`src/rtl/load_store_unit.sv`:
```
`timescale 1ns/1ps
// Load/store unit between a simple request port and a single-port data memory
// with a combinational read. Handles byte/halfword/word accesses with
// little-endian lane selection, sign/zero extension on loads and
// read-modify-write merging on sub-word stores.
//
// Handshake: a request transfers on a rising edge where req_valid && req_ready.
// req_ready is high only while the unit is idle. A request offered while the
// unit is busy is ignored, not queued. Every accepted request produces exactly
// one resp_valid pulse, in order, unless reset aborts it.
module load_store_unit #(
    parameter int MEM_WORDS = 64
) (
    input  logic        clk,
    input  logic        rst,
    input  logic        req_valid,
    output logic        req_ready,
    input  logic        req_write,
    input  logic [1:0]  req_size,
    input  logic        req_unsigned,
    input  logic [31:0] req_addr,
    input  logic [31:0] req_wdata,
    output logic        resp_valid,
    output logic [31:0] resp_rdata,
    output logic        resp_error,
    output logic [31:0] mem_posicao,
    output logic [31:0] mem_dados,
    output logic        mem_write,
    output logic        mem_read,
    input  logic [31:0] mem_saida,
    output logic [1:0]  dbg_state
);

    localparam int          IDX_W      = (MEM_WORDS > 1) ? $clog2(MEM_WORDS) : 1;
    localparam logic [31:0] ADDR_LIMIT = 32'(4 * MEM_WORDS);

    typedef enum logic [1:0] {
        IDLE   = 2'd0,
        ACCESS = 2'd1,
        WRITE  = 2'd2,
        RESP   = 2'd3
    } state_t;

    state_t             state;
    logic               write_q;
    logic [1:0]         size_q;
    logic               unsigned_q;
    logic [1:0]         lane_q;
    logic [IDX_W-1:0]   idx_q;
    logic [31:0]        wdata_q;
    logic [31:0]        word_q;

    logic               req_bad;
    logic [31:0]        store_word;
    logic [31:0]        load_val;
    logic [7:0]         load_byte;
    logic [15:0]        load_half;

    // Classify an incoming request as illegal: bad size, misaligned or out of range.
    always_comb begin
        req_bad = (req_addr >= ADDR_LIMIT);
        case (req_size)
            2'b00:   req_bad = req_bad;
            2'b01:   req_bad = req_bad | req_addr[0];
            2'b10:   req_bad = req_bad | (req_addr[1:0] != 2'b00);
            default: req_bad = 1'b1;
        endcase
    end

    // Merge the store data into the captured memory word on the addressed lanes.
    always_comb begin
        store_word = word_q;
        case (size_q)
            2'b00:   store_word[{lane_q, 3'b000} +: 8]     = wdata_q[7:0];
            2'b01:   store_word[{lane_q[1], 4'b0000} +: 16] = wdata_q[15:0];
            default: store_word = wdata_q;
        endcase
    end

    // Pick the addressed lane of the captured word and extend it to 32 bits.
    always_comb begin
        load_byte = word_q[{lane_q, 3'b000} +: 8];
        load_half = word_q[{lane_q[1], 4'b0000} +: 16];
        case (size_q)
            2'b00:   load_val = unsigned_q ? {24'd0, load_byte} : {{24{load_byte[7]}}, load_byte};
            2'b01:   load_val = unsigned_q ? {16'd0, load_half} : {{16{load_half[15]}}, load_half};
            default: load_val = word_q;
        endcase
    end

    // Request sequencing: accept, read memory, optionally write back, respond.
    always_ff @(posedge clk or posedge rst) begin
        if (rst) begin
            state      <= IDLE;
            write_q    <= 1'b0;
            size_q     <= 2'b00;
            unsigned_q <= 1'b0;
            lane_q     <= 2'b00;
            idx_q      <= '0;
            wdata_q    <= '0;
            word_q     <= '0;
            resp_valid <= 1'b0;
            resp_error <= 1'b0;
            mem_write  <= 1'b0;
            mem_read   <= 1'b0;
        end else begin
            case (state)
                IDLE: begin
                    if (req_valid) begin
                        write_q    <= req_write;
                        size_q     <= req_size;
                        unsigned_q <= req_unsigned;
                        lane_q     <= req_addr[1:0];
                        wdata_q    <= req_wdata;
                        if (req_bad) begin
                            state      <= RESP;
                            resp_valid <= 1'b1;
                            resp_error <= 1'b1;
                        end else begin
                            state    <= ACCESS;
                            idx_q    <= req_addr[IDX_W+1:2];
                            mem_read <= 1'b1;
                        end
                    end
                end
                ACCESS: begin
                    mem_read <= 1'b0;
                    word_q   <= mem_saida;
                    if (write_q) begin
                        state     <= WRITE;
                        mem_write <= 1'b1;
                    end else begin
                        state      <= RESP;
                        resp_valid <= 1'b1;
                    end
                end
                WRITE: begin
                    mem_write  <= 1'b0;
                    state      <= RESP;
                    resp_valid <= 1'b1;
                end
                default: begin
                    resp_valid <= 1'b0;
                    resp_error <= 1'b0;
                    state      <= IDLE;
                end
            endcase
        end
    end

    assign req_ready   = (state == IDLE);
    assign dbg_state   = state;
    assign mem_posicao = {{(32-IDX_W){1'b0}}, idx_q};
    assign mem_dados   = (state == WRITE) ? store_word : 32'd0;
    assign resp_rdata  = (resp_valid && !resp_error && !write_q) ? load_val : 32'd0;

endmodule

```
`config.mk`:
```
export PLATFORM = sky130hd
export DESIGN_NAME = load_store_unit
export DESIGN_NICKNAME = d
export VERILOG_FILES = /design/src/rtl/load_store_unit.sv
export SDC_FILE = /design/constraint.sdc
export NUM_CORES = 1
export LEC_CHECK = 0
export ABC_CLOCK_PERIOD_IN_PS = 3190
export BUFFER_PORTS_ARGS = -buffer_cell sky130_fd_sc_hd__buf_2
export CAP_MARGIN = 25
export CORE_ASPECT_RATIO = 1.2
export CORE_MARGIN = 2
export CORE_UTILIZATION = 44
export DETAILED_ROUTE_END_ITERATION = 8
export HOLD_SLACK_MARGIN = 0.02
export PLACE_DENSITY_LB_ADDON = 0.1
export SYNTH_ARGS = -nofsm -noshare
export SYNTH_HDL_FRONTEND = slang
export SYNTH_SLANG_ARGS = --single-unit
```
`constraint.sdc`:
```
create_clock -name clk -period 3.19 [get_ports clk]
set_clock_uncertainty 0.15 [all_clocks]
set_input_delay 0.319 -clock clk [delete_from_list [all_inputs] [get_ports clk]]
set_output_delay 0.319 -clock clk [all_outputs]
set_load 0.005 [all_outputs]
```
==> implementation parameters, run 1 <==
Parameter                              Value

Status
  Run status    complete, no violations

Logic synthesis
  Post-synthesis instance total    585
  Synth cell types    50
  Most instantiated flip-flop cell in the synthesis netlist    dfrtp_1
  Share of synthesized area occupied by flip-flops and latches    a little under two fifths
  Post-synth design cell area    around 5500 um2
  Yosys Warn Count    0
  Post-synth EDFFs    0
  Mean instance size in the synthesized netlist    about 9.4 um2
  Flop and latch count out of synthesis    82
  Share of synthesized flip-flops with an asynchronous set or reset    100%

Final layout
  Highest-count cells in the layout ignoring fill and taps    buf_2, dfrtp_1, nand2_1
  Share of layout cells above drive strength 1    around 37%
  Number of fill cells in the layout    roughly 1,200
  Area grow syn2layout    23.1%
  Count of inserted antenna diode cells    0
  Total number of nets in the final design    861
  Utilization after layout    between 50% and 60%
  Most common library cell in the layout ignoring fill and taps    buf_2
  Cell area after layout    roughly 6800 um2
  Final Non-Filler Cells    approximately 910

Route
  Remaining number of nets flagged by the antenna check after routing    0
  Wirelength, routed    between 15 and 20 mm
  Initial detailed-routing violation count    roughly 310
  Vias per std cell    5.55
  Pre-antenna DRT Iters    5
  DRC violations left    0
  Via count of the routed design    ~5,100
  Final routed wire length divided by cell count    18.0 um

STA
  Setup repair after global routing missed its margin    false
  Highest achievable clock rate    about 340 MHz
  Final slew viol count    0
  Tcrit/Tclk final    92.4%
  Worst slew margin    45.1%
  Pin slew with the least headroom to its limit    approximately 0.82 ns
  Setup Total Neg Slack    0 ns
  Post-route minimum period    2.95 ns
  Count of endpoints failing setup in the final report    0
  Hold violation total from the final report    0
  Smallest setup slack after layout    roughly 0.24 ns

Floorplanning
  Horizontal die dimension    approximately 110 um
  Area inside the core boundary    about 12,000 um2
  Overall die height    about 130 um
  Core Rows    44
  Top Ports    206
  Overall die area    13,400 um2
  Initial core utilization    roughly 45%

Pwr
  Maximum VDD drop    ~0.00055 V
  Static leakage power    approximately 3.2 nW
  Power per standard cell area    around 1100 nW/um2

Worst setup path
  Critical Path, Cell by Cell    buf_6, ha_1, nor4bb_1, buf_4, a221oi_1, a211oi_1, a21oi_1, nor2b_1, buf_2
  Critical path class    flop to primary output
  Reg2Reg Capture Point    wdata_q[12]
  CP endpoint kind    primary output
  Largest incremental delay on the critical path    around 0.37 ns
  Largest fanout on the critical path    37
  Highest-delay cell along the critical path    dfrtp_1
  Cell count of the worst reg-to-reg path    5
  Critical path data arrival time    2.48 ns
  R2R setup slack    0.93 ns
  Data required time of the critical path    ~2.7 ns
  Startpoint of the most critical register-to-register path    dbg_state[1]
  Crit start category    flop

Worst hold path
  Kind of path behind the tightest hold check    input pin to flop
  Instance count along the most critical hold path    3
  Min-Delay Startpoint    req_write
  Worst Hold End    write_q

Placement
  Number of placed instances with taps included    894
  Area after detailed placement    between 6000 and 7000 um2
  Post-Place Worst Slack    roughly 0.49 ns
  HPWL after detailed placement    about 12 mm
  Final weighted congestion in routability-driven placement    slightly below 0.9
  Number of I/O port buffers    179

GRT
  Via count of the first global-routing pass    between 4,000 and 5,000
  First-pass GRT wire length    about 26 mm
  Pin count of the biggest net entering global routing    between 50 and 60
  Overall overflow remaining after global route    0
  Total track usage    ~25%
  Initial antenna violation count    0

CTS
  H-tree depth reported by CTS    3
  Clock buffer count from CTS    9
  Clock tree from TritonCTS    done
  Clock transition at the registers of the reported paths    around 0.060 ns
  CTS max path bufs    2
  Clock tree root buffer cell    clkbuf_16
  Worst-Skew Late Latency    approximately 0.34 ns
  Post-CTS setup buffer count    0
  Clock Sink Count    82

Run
  Number of maximum-capacitance violations    0
power by group:
group	switching, mW	total [mW]	leakage [nW]	internal [mW]
Clock	0.412	1.12	0.156	0.704
Sequential	0.751	2.32	0.981	1.57
Combinational	2.17	4.11	2.04	1.94
stage by stage:
step,total power [mW],hold slack (ns)
after global placement,6.33,0.319
after detailed placement,6.42,0.329
after CTS,7.57,0.0254
final,7.55,0.0327
after global routing,8.15,0.0364
after floorplan,4.97,0.286
final cells by class:
type / count / area, um2 / share of cell area (%)
inverter: 36 / 136 / 2.02
clock inverter: 5 / 77.6 / 1.15
tap: 161 / 201 / 2.98
timing repair buffer: 194 / 1030 / 15.2
sequential: 82 / 2050 / 30.4
multi-input combinational: 422 / 3030 / 44.7
clock buffer: 11 / 243 / 3.59
repair_timing:
item | CTS | global route
gates resized for setup | 0 | 1
hold endpoints to repair | 43 | 0
hold buffers | 1 | 0
setup endpoints to repair | 0 | 11
worst max-delay path by stage:
stage	to	slack, ns	startpoint	depth (start not counted)
floorplan	mem_dados[30]	0.56	lane_q[0]	9
global placement	mem_dados[25]	0.55	lane_q[1]	9
detailed placement	mem_dados[26]	0.49	lane_q[1]	9
CTS	mem_dados[26]	0.13	lane_q[1]	9
global route	mem_dados[25]	0.05	lane_q[1]	9
finish	mem_dados[26]	0.24	lane_q[1]	9
registers in the layout, indices dropped and copies added, names as in the netlist:
name	flops
wdata_q	32
word_q	32
idx_q	6
dbg_state	2
lane_q	2
size_q	2
mem_read	1
mem_write	1
resp_error	1
resp_valid	1
unsigned_q	1
write_q	1
metal layers:
metal	GRT usage, %	wire (um)	share of wire [%]	vias up
li1	-	-	-	2397
met1	33.2	7000	43	2417
met2	40.6	7900	48	216
met3	4.42	1120	6.8	30
met4	8.67	377	2.3	0
met5	0	0	0	-
cell usage after synthesis, types with 9 or more instances:
| master | number | area share, % |
|---|---|---|
| buf_4 | 27 | 3.7 |
| nor3_1 | 11 | 1.0 |
| clkbuf_1 | 31 | 2.1 |
| a21oi_1 | 45 | 4.1 |
| a211oi_1 | 16 | 2.2 |
| inv_1 | 34 | 2.3 |
| ha_1 | 13 | 3.0 |
| dfrtp_1 | 82 | 37 |
| mux2i_1 | 20 | 3.6 |
| nand2_1 | 50 | 3.4 |
| mux2_2 | 43 | 8.8 |
| a221oi_1 | 24 | 3.8 |
| mux4_2 | 9 | 3.7 |
| nor2_1 | 27 | 1.8 |
| buf_2 | 10 | 0.91 |
| nor2b_1 | 27 | 3.1 |
| o21ai_0 | 36 | 3.3 |
critical path: cells and delay by family (launching register included):
kind	cells	cell delay, ns
compound gates	3	0.50
fa+ha+maj	1	0.23
buf+inv	3	0.65
flops	1	0.37
simple gates	2	0.40
cells by family after synthesis:
kind of cell               after synthesis  synth area share [%]
other                                    1                0.0683
AOI/OAI and AO/OA                      158                  19.1
muxes                                   78                  17.4
and+or+nand+nor                        147                  13.8
DFF                                     82                  37.4
buffers and inverters                  106                  9.32
adders and majority gates               13                  2.96
(Power assumes the default switching activity.)
==> run 2: changes to the inputs <==
--- a/config.mk
+++ b/config.mk
@@ -8,9 +8,11 @@
 export ABC_CLOCK_PERIOD_IN_PS = 3190
 export BUFFER_PORTS_ARGS = -buffer_cell sky130_fd_sc_hd__buf_2
 export CAP_MARGIN = 25
+export CELL_PAD_IN_SITES_DETAIL_PLACEMENT = 2
+export CELL_PAD_IN_SITES_GLOBAL_PLACEMENT = 2
 export CORE_ASPECT_RATIO = 1.2
 export CORE_MARGIN = 2
-export CORE_UTILIZATION = 44
+export CORE_UTILIZATION = 29
 export DETAILED_ROUTE_END_ITERATION = 8
 export HOLD_SLACK_MARGIN = 0.02
 export PLACE_DENSITY_LB_ADDON = 0.1
==> implementation parameters, run 2 (synthesis gave the netlist of run 1 again) <==
Parameter                              Value

Worst setup path
  Startpoint of the most critical register-to-register path    dbg_state[0]
  Crit path to    mem_dados[28]
  Critical path class    flop to primary output
  Reg2Reg Capture Point    wdata_q[13]
  Critical path data arrival time    2.51 ns (+0.03 ns)
  R2R setup slack    0.67 ns (-0.26 ns)
  Largest fanout on the critical path    9 (-76%)
  Cell count of the worst reg-to-reg path    5 (unchanged)
  Launching element of the worst setup path    lane_q[0]
  Data required time of the critical path    2.72 ns (about the same)
  CP endpoint kind    primary output
  Crit start category    flop

Floorplanning
  Horizontal die dimension    130 um (+22%)
  Overall die area    20,100 um2 (+50%)
  Initial core utilization    29.3% (-16 points)
  Overall die height    155 um (+22%)
  Top Ports    206 (unchanged)
  Core Rows    55 (+25%)
  Area inside the core boundary    18,700 um2 (+54%)

STA
  Smallest setup slack after layout    0.212 ns (-0.0289 ns)
  Hold violation total from the final report    0 (unchanged)
  Count of endpoints failing setup in the final report    0 (unchanged)
  Pin slew with the least headroom to its limit    0.796 ns (-0.0272 ns)
  Worst slew margin    46.9% (+1.8 points)
  Post-route minimum period    2.98 ns (+0.0289 ns)
  Final slew viol count    0 (unchanged)
  Tcrit/Tclk final    93.4% (+0.90 points)
  Highest achievable clock rate    336 MHz (-0.97%)
  Setup Total Neg Slack    0 ns (unchanged)
  Setup repair after global routing missed its margin    false

Pwr
  Proportion of total power due to net switching    45.7% (+1.5 points)
  Part of the power in combinational logic    55.6% (+1.1 points)
  Switching power summed over all nets    3.61 mW (+8.1%)
  Part of the power in registers    29.8% (-0.9 points)
  Relative contribution of the clock network to total power    14.6% (-0.2 points)
  Power per standard cell area    1140 nW/um2 (+1.9%)
  Static leakage power    3.21 nW (+0.94%)
  Maximum VDD drop    0.000297 V (-46%)
  Internal Power    4.29 mW (+1.8%)

Final layout
  Highest-count cells in the layout ignoring fill and taps    buf_2, dfrtp_1, nand2_1
  Most common library cell in the layout ignoring fill and taps    buf_2
  Share of layout cells above drive strength 1    37.6% (+0.68 points)
  Final Non-Filler Cells    1,011 (+11%)
  Utilization after layout    37.1% (-18 points)
  Area grow syn2layout    26.4%
  Leading registers by flop count    wdata_q: 32 flops, word_q: 32 flops, idx_q: 6 flops
  Total number of nets in the final design    867 (+0.70%)
  Count of inserted antenna diode cells    0 (unchanged)

GRT
  First-pass GRT wire length    32.1 mm (+24%)
  Overall overflow remaining after global route    0 (unchanged)
  Pin count of the biggest net entering global routing    46 (-15%)
  Via count of the first global-routing pass    5,596 (+14%)
  Total track usage    20.9% (-3.9 points)
  Initial antenna violation count    0 (unchanged)

Route
  Vias per std cell    5.22 (-6.1%)
  Wirelength, routed    20.8 mm (+27%)
  DRC violations left    0 (unchanged)
  Pre-antenna DRT Iters    5 (unchanged)
  Remaining number of nets flagged by the antenna check after routing    0 (unchanged)
  Final routed wire length divided by cell count    20.6 um (+14%)
  Initial detailed-routing violation count    314 (+0.96%)
  Via count of the routed design    5,275 (+4.2%)

Placement
  Post-Place Worst Slack    0.468 ns (-0.0232 ns)
  Number of placed instances with taps included    994 (+11%)
  Final weighted congestion in routability-driven placement    0.883 (+1.1%)
  Number of I/O port buffers    179 (unchanged)
  HPWL after detailed placement    16.4 mm (+33%)

CTS
  Worst-Skew Late Latency    0.34 ns (about the same)
  Clock buffer count from CTS    9 (unchanged)
  Clock tree from TritonCTS    done
  H-tree depth reported by CTS    3 (unchanged)
  Clock Sink Count    82 (unchanged)
  Clock transition at the registers of the reported paths    0.06 ns (about the same)
  Clock tree root buffer cell    clkbuf_16
  CTS max path bufs    2 (unchanged)
  Post-CTS setup buffer count    0 (unchanged)

Worst hold path
  Kind of path behind the tightest hold check    input pin to flop

Run
  Number of maximum-capacitance violations    0 (unchanged)

Status
  Run status    complete, no violations
[run 2: critical path, cell delays in order (launching register included)]
cell and delay (ns):
dfrtp_2 0.47, inv_1 0.12, ha_1 0.37, nor4bb_1 0.29, buf_4 0.22, a221oi_1 0.12, a211oi_1 0.27, a21oi_1 0.08
nor2b_1 0.13, buf_2 0.12
[run 2: layout make-up]
type | instances | area, um2
fillers | 2127 | 11800
flip-flops and latches | 82 | 2050
well taps | 256 | 320
clock buffers | 13 | 260
inverters | 36 | 136
repair buffers | 200 | 1070
multi-input cells | 422 | 3040
clock inverters | 2 | 60.1
[run 2: worst min-delay path by stage]
stage / from / to / slack, ns / cells after the start
after floorplan: req_addr[0] / lane_q[0] / 0.29 / 2
after global placement: rst / wdata_q[16] / 0.31 / 2
after detailed placement: rst / wdata_q[16] / 0.33 / 2
after CTS: req_addr[3] / idx_q[1] / 0.03 / 2
after global routing: req_addr[4] / idx_q[2] / 0.04 / 2
final: mem_saida[29] / word_q[29] / 0.03 / 3
[run 2: stage by stage]
step | total power, mW | instance area [um2] | hold WS (ns)
global placement | 6.54 | 6590 | 0.312
finish | 7.89 | 6940 | 0.0324
detailed placement | 6.75 | 6590 | 0.333
global route | 8.53 | 6940 | 0.0356
CTS | 7.95 | 6930 | 0.0281
floorplan | 4.97 | 5590 | 0.286
[run 2: layer usage]
metal	up-vias	global-route usage, %	part of all wire [%]
met5	-	0	0
met3	37	2.80	5.2
met2	204	34.2	48
met1	2639	28.3	44
met4	0	6.86	2.7
li1	2395	-	-
[run 2: power groups by stage]
| stage | Clock [mW] | Sequential [mW] | Combinational [mW] |
|---|---|---|---|
| 6_report | 1.15 | 2.35 | 4.39 |
| 5_1_grt | 1.22 | 2.43 | 4.88 |
| 4_1_cts | 1.18 | 2.34 | 4.43 |
| 3_5_place_dp | 0 | 2.35 | 4.40 |
| 3_3_place_gp | 0 | 2.31 | 4.23 |
| 2_1_floorplan | 0 | 1.96 | 3.01 |
[run 2: timing repair]
item	CTS	global route
hold buffers	2	0
endpoints found under the hold margin	38	0
resized for setup	0	4
endpoints found under the setup margin	0	21
==> run 3: changes to the inputs <==
--- a/config.mk
+++ b/config.mk
@@ -6,14 +6,14 @@
 export NUM_CORES = 1
 export LEC_CHECK = 0
 export ABC_CLOCK_PERIOD_IN_PS = 3190
-export BUFFER_PORTS_ARGS = -buffer_cell sky130_fd_sc_hd__buf_2
 export CAP_MARGIN = 25
 export CELL_PAD_IN_SITES_DETAIL_PLACEMENT = 2
 export CELL_PAD_IN_SITES_GLOBAL_PLACEMENT = 2
 export CORE_ASPECT_RATIO = 1.2
 export CORE_MARGIN = 2
-export CORE_UTILIZATION = 29
+export CORE_UTILIZATION = 37
 export DETAILED_ROUTE_END_ITERATION = 8
+export DONT_BUFFER_PORTS = 1
 export HOLD_SLACK_MARGIN = 0.02
 export PLACE_DENSITY_LB_ADDON = 0.1
 export SYNTH_ARGS = -nofsm -noshare
==> implementation parameters, run 3 (synthesis gave the netlist of run 1 again) <==
Parameter                              Value

Status
  Run status    complete, no violations

Final layout
  Count of inserted antenna diode cells    0 (unchanged)
  Number of fill cells in the layout    1,506 (-29%)
  Utilization after layout    46.8% (+9.7 points)
  Leading registers by flop count    wdata_q: 32 flops, word_q: 32 flops, idx_q: 6 flops
  Cell area after layout    6770 um2 (-2.5%)
  Highest-count cells in the layout ignoring fill and taps    dfrtp_1, dlygate4sd3_1, nand2_1
  Total number of nets in the final design    767 (-12%)
  Most common library cell in the layout ignoring fill and taps    dfrtp_1
  Share of layout cells above drive strength 1    16.8% (-21 points)
  Area grow syn2layout    23.3%

Floorplanning
  Area inside the core boundary    14,500 um2 (-23%)
  Initial core utilization    37.9% (+8.6 points)
  Top Ports    206 (unchanged)
  Overall die area    15,800 um2 (-21%)
  Horizontal die dimension    115 um (-11%)
  Overall die height    137 um (-11%)
  Core Rows    48 (-13%)

CTS
  CTS max path bufs    2 (unchanged)
  Clock transition at the registers of the reported paths    0.06 ns (about the same)
  Post-CTS setup buffer count    0 (unchanged)
  Clock tree root buffer cell    clkbuf_16
  Clock buffer count from CTS    9 (unchanged)
  Clock Sink Count    82 (unchanged)
  Worst-Skew Late Latency    0.34 ns (about the same)
  Clock tree from TritonCTS    done
  H-tree depth reported by CTS    3 (unchanged)

GRT
  Highest-utilization routing layer at the global route stage    met2
  Total track usage    25.9% (+5.0 points)
  Overall overflow remaining after global route    0 (unchanged)
  Initial antenna violation count    0 (unchanged)
  GR Layer Usage met1    30.3% (+2.0 points)
  Via count of the first global-routing pass    5,399 (-3.5%)
  GR Util met2    46.1% (+12 points)
  Pin count of the biggest net entering global routing    50 (+8.7%)
  Met3 demand-to-capacity share in global routing    5.15% (+2.3 points)
  First-pass GRT wire length    30.9 mm (-3.8%)

Placement
  Area after detailed placement    5650 um2 (-14%)
  Final weighted congestion in routability-driven placement    0.842 (-4.7%)
  Number of I/O port buffers    0 (-100%)
  HPWL after detailed placement    14.4 mm (-12%)

Worst setup path
  Data required time of the critical path    2.72 ns (about the same)
  CP endpoint kind    primary output
  Critical path class    flop to primary output
  Startpoint of the most critical register-to-register path    dbg_state[0]
  R2R setup slack    0.81 ns (+0.14 ns)
  Crit start category    flop
  Cell count of the worst reg-to-reg path    5 (unchanged)
  Critical path data arrival time    2.53 ns (+0.02 ns)
  Largest fanout on the critical path    8 (-1)
  Reg2Reg Capture Point    wdata_q[30]

Worst hold path
  Min-Delay Startpoint    req_valid
  Worst Hold End    dbg_state[0]
  Kind of path behind the tightest hold check    input pin to flop
  Instance count along the most critical hold path    3 (unchanged)

STA
  Setup Total Neg Slack    0 ns (unchanged)
  Tcrit/Tclk final    94.0% (+0.64 points)
  Pin slew with the least headroom to its limit    0.843 ns (+0.0476 ns)
  Count of endpoints failing setup in the final report    0 (unchanged)
  Post-route minimum period    3.00 ns (+0.0203 ns)
  Setup repair after global routing missed its margin    false
  Hold violation total from the final report    0 (unchanged)
  Final slew viol count    0 (unchanged)
  Final hold slack    0.0543 ns (+0.0220 ns)
  Highest achievable clock rate    334 MHz (-0.68%)
  Worst slew margin    43.8% (-3.2 points)

Route
  Remaining number of nets flagged by the antenna check after routing    0 (unchanged)
  Wirelength, routed    20.5 mm (-1.4%)
  Initial detailed-routing violation count    207 (-34%)
  Pre-antenna DRT Iters    4 (-1)
  Via count of the routed design    4,902 (-7.1%)
  DRC violations left    0 (unchanged)
  Vias per std cell    5.73 (+9.9%)
  Final routed wire length divided by cell count    24.0 um (+17%)

Run
  Number of maximum-capacitance violations    0 (unchanged)

Pwr
  Power per standard cell area    1110 nW/um2 (-2.2%)
  Maximum VDD drop    0.000412 V (+39%)
  Static leakage power    2.76 nW (-14%)
==> run 3: where the power goes <==
group	total, mW	internal [mW]	switching [mW]
clock	1.13	0.704	0.425
combinational	3.98	1.73	2.25
sequential	2.42	1.56	0.857
==> run 3: what timing repair did <==
| action | 4_1_cts | 5_1_grt |
|---|---|---|
| endpoints found under the setup margin | 0 | 9 |
| resized for setup | 0 | 3 |
| hold endpoints to repair | 123 | 0 |
| hold buffers | 76 | 0 |
==> run 3: layout make-up <==
cell class	instances	area, um2	share of cell area [%]
tap	200	250	3.69
clock buffer	11	243	3.58
sequential	82	2050	30.3
timing repair buffer	100	977	14.4
inverter	36	136	2.01
clock inverter	4	76.3	1.13
multi-input combinational	422	3040	44.8
==> run 3: worst max-delay path, stage by stage, from the launching register on <==
cell and delay (ns):
dfrtp_1 0.35, buf_4 0.17, inv_1 0.11, ha_1 0.38, nor4bb_1 0.29, buf_4 0.21
a221oi_1 0.10, a211oi_2 0.30, a21oi_1 0.09, nor2b_1 0.17
==> run 3: through the flow <==
step / setup slack [ns] / total power [mW] / std cells
after floorplan: 0.558 / 4.97 / 610
after global placement: 0.561 / 6.07 / 763
after detailed placement: 0.517 / 6.27 / 763
after CTS: 0.116 / 7.51 / 854
after global routing: 0.0163 / 8.11 / 855
final: 0.192 / 7.53 / 855
==> run 3: worst max path at each step <==
stage,endpoint,slack [ns],startpoint,cells past startpoint
2_1_floorplan,mem_dados[30],0.56,lane_q[0],9
3_3_place_gp,mem_dados[25],0.56,lane_q[1],8
3_5_place_dp,mem_dados[19],0.52,lane_q[1],8
4_1_cts,mem_dados[25],0.12,lane_q[1],8
5_1_grt,mem_dados[25],0.02,lane_q[0],9
6_report,mem_dados[30],0.19,lane_q[0],9
==> run 3: layer usage <==
layer,part of all wire (%),vias up
met5,0,-
met4,2.5,0
met3,5.0,30
met2,53,155
met1,40,2517
li1,-,2200
